**config.mk**
```make
export PLATFORM = sky130hd
export DESIGN_NAME = mem_access_stage
export DESIGN_NICKNAME = d
export VERILOG_FILES = /design/src/rtl/mem_access_stage.sv
export SDC_FILE = /design/constraint.sdc
export NUM_CORES = 1
export LEC_CHECK = 0
export ABC_AREA = 1
export CORE_AREA = 2 2 97 136
export DETAILED_ROUTE_END_ITERATION = 8
export DIE_AREA = 0 0 99 138
export PLACE_DENSITY_LB_ADDON = 0.15
export SLEW_MARGIN = 20
export SYNTH_ARGS = -nofsm -noshare
export SYNTH_HDL_FRONTEND = slang
export SYNTH_SLANG_ARGS = --single-unit
```
**constraint.sdc**
```tcl
create_clock -name clk -period 2.05 [get_ports clk]
set_input_delay 0.41 -clock clk [delete_from_list [all_inputs] [get_ports clk]]
set_output_delay 0.41 -clock clk [all_outputs]
set_load 0.05 [all_outputs]
```
**src/rtl/mem_access_stage.sv**
```systemverilog
// MEM pipeline stage: EX/MEM register, ready-handshake data-memory port, MEM/WB register.
// Optional access timeout with sticky bus error is compiled in by defining MEM_TIMEOUT_EN.
module mem_access_stage #(
    parameter int ADDR_W         = 32,
    parameter int TIMEOUT_CYCLES = 16
) (
    input  logic              clk,
    input  logic              reset,
    input  logic [31:0]       i_alu_result,
    input  logic [31:0]       i_read_data_2,
    input  logic [4:0]        i_write_register,
    input  logic              i_reg_write,
    input  logic              i_mem_read,
    input  logic              i_mem_write,
    input  logic              i_mem_to_reg,
    input  logic              i_flush,
    output logic              o_stall,
    output logic              o_dmem_req,
    output logic              o_dmem_we,
    output logic [ADDR_W-1:0] o_dmem_addr,
    output logic [31:0]       o_dmem_wdata,
    input  logic              i_dmem_ready,
    input  logic [31:0]       i_dmem_rdata,
    output logic [4:0]        o_mem_write_register,
    output logic              o_mem_reg_write,
    output logic [31:0]       o_mem_alu_result,
    output logic [4:0]        o_wb_write_register,
    output logic              o_wb_reg_write,
    output logic [31:0]       o_wb_write_data,
    output logic              o_misaligned,
    output logic              o_bus_error,
    output logic              o_fsm_state
);

    typedef enum logic {
        S_IDLE = 1'b0,
        S_WAIT = 1'b1
    } state_t;

    state_t state;
    state_t next_state;

    logic [31:0] em_alu_result;
    logic [31:0] em_store_data;
    logic [4:0]  em_write_register;
    logic        em_reg_write;
    logic        em_mem_read;
    logic        em_mem_write;
    logic        em_mem_to_reg;

    logic [4:0]  wb_write_register;
    logic        wb_reg_write;
    logic [31:0] wb_write_data;
    logic        misaligned_q;

    logic mem_op;
    logic misal;
    logic abort;
    logic dmem_req;
    logic stall;

    // Handshake: o_dmem_req stays high with address/data/we stable until a cycle
    // in which i_dmem_ready is 1; that cycle completes the access (no separate ack).
    assign mem_op   = em_mem_read | em_mem_write;
    assign misal    = mem_op & (em_alu_result[1:0] != 2'b00);
    assign dmem_req = mem_op & ~misal & ~abort;
    assign stall    = dmem_req & ~i_dmem_ready;

`ifdef MEM_TIMEOUT_EN
    localparam int CNT_W = (TIMEOUT_CYCLES > 1) ? $clog2(TIMEOUT_CYCLES) : 1;
    localparam logic [CNT_W-1:0] CNT_LAST = CNT_W'(TIMEOUT_CYCLES - 1);

    logic [CNT_W-1:0] wait_cnt;
    logic [CNT_W-1:0] next_cnt;
    logic             bus_error_q;

    // Ready in the final wait cycle takes priority over the abort.
    assign abort = (state == S_WAIT) & ~i_dmem_ready & (wait_cnt == CNT_LAST);

    always_ff @(posedge clk) begin
        if (!reset) begin
            wait_cnt    <= '0;
            bus_error_q <= 1'b0;
        end else begin
            wait_cnt <= next_cnt;
            if (abort) begin
                bus_error_q <= 1'b1;
            end
        end
    end

    assign o_bus_error = bus_error_q;
`else
    logic unused_timeout_cfg;

    assign abort              = 1'b0;
    assign o_bus_error        = 1'b0;
    assign unused_timeout_cfg = (TIMEOUT_CYCLES != 0);
`endif

    always_ff @(posedge clk) begin
        if (!reset) begin
            state <= S_IDLE;
        end else begin
            state <= next_state;
        end
    end

    always_comb begin
        next_state = state;
`ifdef MEM_TIMEOUT_EN
        next_cnt   = wait_cnt;
`endif
        case (state)
            S_IDLE: begin
                if (stall) begin
                    next_state = S_WAIT;
`ifdef MEM_TIMEOUT_EN
                    next_cnt   = '0;
`endif
                end
            end
            S_WAIT: begin
                if (i_dmem_ready || abort) begin
                    next_state = S_IDLE;
                end else begin
`ifdef MEM_TIMEOUT_EN
                    next_cnt = wait_cnt + 1'b1;
`endif
                end
            end
            default: next_state = S_IDLE;
        endcase
    end

    // EX/MEM: frozen while stalled, so a flush during a stall is dropped.
    always_ff @(posedge clk) begin
        if (!reset) begin
            em_alu_result     <= '0;
            em_store_data     <= '0;
            em_write_register <= '0;
            em_reg_write      <= 1'b0;
            em_mem_read       <= 1'b0;
            em_mem_write      <= 1'b0;
            em_mem_to_reg     <= 1'b0;
        end else if (!stall) begin
            if (i_flush) begin
                em_alu_result     <= '0;
                em_store_data     <= '0;
                em_write_register <= '0;
                em_reg_write      <= 1'b0;
                em_mem_read       <= 1'b0;
                em_mem_write      <= 1'b0;
                em_mem_to_reg     <= 1'b0;
            end else begin
                em_alu_result     <= i_alu_result;
                em_store_data     <= i_read_data_2;
                em_write_register <= i_write_register;
                em_reg_write      <= i_reg_write;
                em_mem_read       <= i_mem_read;
                em_mem_write      <= i_mem_write;
                em_mem_to_reg     <= i_mem_to_reg;
            end
        end
    end

    // MEM/WB: any cycle without a stall retires the EX/MEM instruction.
    always_ff @(posedge clk) begin
        if (!reset) begin
            wb_write_register <= '0;
            wb_reg_write      <= 1'b0;
            wb_write_data     <= '0;
            misaligned_q      <= 1'b0;
        end else if (stall) begin
            wb_reg_write <= 1'b0;
            misaligned_q <= 1'b0;
        end else begin
            wb_write_register <= em_write_register;
            wb_reg_write      <= em_reg_write & ~misal & ~abort;
            wb_write_data     <= em_mem_to_reg ? i_dmem_rdata : em_alu_result;
            misaligned_q      <= misal;
        end
    end

    assign o_stall              = stall;
    assign o_dmem_req           = dmem_req;
    assign o_dmem_we            = em_mem_write;
    assign o_dmem_addr          = em_alu_result[ADDR_W-1:0];
    assign o_dmem_wdata         = em_store_data;
    assign o_mem_write_register = em_write_register;
    assign o_mem_reg_write      = em_reg_write;
    assign o_mem_alu_result     = em_alu_result;
    assign o_wb_write_register  = wb_write_register;
    assign o_wb_reg_write       = wb_reg_write;
    assign o_wb_write_data      = wb_write_data;
    assign o_misaligned         = misaligned_q;
    assign o_fsm_state          = state;

endmodule

```
==> out/metrics.cfg <==
[place]
gp_congestion=0.824
placed_cells=1230
dp.final_hpwl_um=10100
io_buffers=253

[setup_path]
startpoint=o_dmem_addr[30]
crit_type=reg -> out
cpPeakStageDelay_ns=0.82
crit_fanout=4
critPathSlowestCell=clkdlybuf4s50_1
r2r_end=o_wb_write_data[24]
cp_data_required_time_ns=1.64
timing.rr.start=o_dmem_we
cp_top_family=buffers and inverters
cp-endpoint=o_dmem_addr[30]
cp.depth=1
cp-end-kind=primary output
cp_num_buf_inv=1
r2r_setup_slack_ns=0.64
r2r_cells=7
crit_chain=clkdlybuf4s50_1
critPathArrivalTime_ns=1.60
start_kind=register

[sta]
finClkSkew_ns=0.00927
slew_headroom=0.630
rsz0062_at_grt=false
setup_violations=0
worstMarginPinSlew_ns=0.553
post-route-period-util=0.978
hold_viol=0
fmax_mhz=499
hold_ws_ns=0.470
setup_tns_ns=0
maxSlewViolCount=0
min_period_ns=2.01

[logic_synthesis]
synth_edf_count=0
yosysUniqueCellTypes=20
synth_xor_area_frac=0
syn_nets=1009
synth_compound_area_frac=0.00182
avgSynthCellArea_sq_um=6.10
synth_fa_ha_area_frac=0
synthCells=900
yosysTopAreaCell=dfxtp_1
yosys-top-cells-area=dfxtp_1 (41%), nand2_1 (23%), nor2_1 (16%)
synth_area_sq_mm=0.00549
synth_common_cells=nand2_1 (336), nor2_1 (239), dfxtp_1 (113), inv_1 (84), buf_4 (35)
ys_ff_latch=113
synth.most_common_cell=nand2_1
ys_warn_count=0
ys_seq_area_frac=0.412
synthMuxAreaShare=0
synth_top_family_by_area=simple AND/OR/NAND/NOR gates
async_reset_ff_frac=0
synth.top_cell.area_share=0.412
synth-simple-area-share=0.436
ys.flop_type=dfxtp_1

[cts]
cts.path.max_buffers=2
clkTransAtPathRegs_ns=0.06
hold_buffers=0
numCtsBuffers=17
cts_tree=done
clkLatencyLatePin_ns=0.40
htreeDepth=4
clockRootBuffer=clkbuf_16
clock-sinks=113

[pwr]
p_per_area_mw_per_mm2=868
power_leakage_uw=0.00489
ir_drop_mv=0.450
finalPower_uw=7390

[min_path]
hold_path_class=in -> reg

[final_layout]
antenna_cells=0
nets=1205
drive_gt1_frac=0.0478
instances_no_fill=1262
area_growth_pct=55.1

[drt]
num_vias=5519
final_antenna_net_count=0
first_iter_violations=226
drt_wl_total_um=14800
via_per_inst=4.37
wl_per_cell_um=11.7
dr.pass1.iters=6
remaining_drc_errors=0

[global_routing]
grt_util_met3=0.0728
met1_usage=0.254
track_usage=0.211
grt_pass1_vias=4766
use_met2=0.352
grt_pass1_wl_um=23500
grt_max_degree=104
antenna_found_initial=0
busiest_layer=met2
globalRouteOverflowTotal=0

[die]
core_sq_mm=0.0126
die_x_um=99
start_util=0.437
num_rows=49
num_io_pins=255
dieHeight_um=138
die_area_sq_mm=0.0137

[outcome]
outcome=complete, no violations

[flow_run]
drv_cap=0

## where the power goes
| part | switching [uW] | internal [uW] | leakage [uW] |
|---|---|---|---|
| clock | 1050 | 1820 | 0.000271 |
| sequential | 112 | 2370 | 0.000931 |
| combinational | 1310 | 736 | 0.00369 |
| total | 2470 | 4920 | 0.00489 |
## kinds of logic after synthesis
group           count (synthesis)
compound gates                  2
flops                         113
buf+inv                       172
simple gates                  612
other cells                     1
## layer usage
metal	vias to the layer above	share of wire	routed length, um
li1	2986	-	-
met1	2360	0.43	6320
met2	156	0.49	7240
met3	17	0.069	1020
met4	0	0.017	248
met5	-	0	0
## worst min path at each step
stage / from / endpoint / slack (ns) / cells past startpoint
4_1_cts: reset / o_dmem_wdata[17] / 0.45 / 3
6_report: reset / o_dmem_wdata[31] / 0.47 / 3
3_3_place_gp: o_dmem_wdata[13] / o_dmem_wdata[13] / 0.46 / 2
2_1_floorplan: i_dmem_ready / o_fsm_state / 0.49 / 1
3_5_place_dp: o_wb_write_data[20] / o_wb_write_data[20] / 0.47 / 2
5_1_grt: reset / o_dmem_wdata[29] / 0.47 / 3
## stage by stage
| step | area [sq um] | setup slack, ns | utilization |
|---|---|---|---|
| after global placement | 7870 | 0.269 | 0.626 |
| final | 8510 | 0.0445 | 0.677 |
| after global routing | 8510 | 0.00171 | 0.677 |
| after detailed placement | 7870 | 0.246 | 0.626 |
| after floorplan | 5490 | 0.0677 | - |
| after CTS | 8430 | 0.000697 | 0.671 |
## placed cells by master (no fill, tap or decap)
cell	count
conb_1	1
clkinv_2	3
clkbuf_1	1
dlymetal6s2s_1	30
dfxtp_2	1
inv_2	1
inv_1	84
bufinv_16	2
a21oi_1	1
clkdlybuf4s50_1	201
and2_0	2
nor2_2	1
dlygate4sd2_1	16
clkbuf_8	1
nand3_4	1
nor3_1	1
nand4_1	19
and2_1	11
clkinvlp_4	5
dfxtp_1	112
nor2_1	239
o21ai_0	1
clkbuf_16	17
buf_12	7
nand2_1	335
buf_4	10
nand2_2	1
clkinv_4	3
nand3_1	2
## cell type report
cell class | instances | area [sq um]
timing repair buffer | 264 | 2740
sequential | 113 | 2260
tap | 153 | 191
multi-input combinational | 615 | 2410
clock buffer | 19 | 443
inverter | 85 | 319
clock inverter | 13 | 139
fill | 1107 | 4060
## timing repair
| item | in CTS | in global routing |
|---|---|---|
| setup buffers | 0 | 0 |
| endpoints found under the setup margin | 19 | 32 |
| gates resized for setup | 16 | 31 |
(Power assumes the default switching activity.)
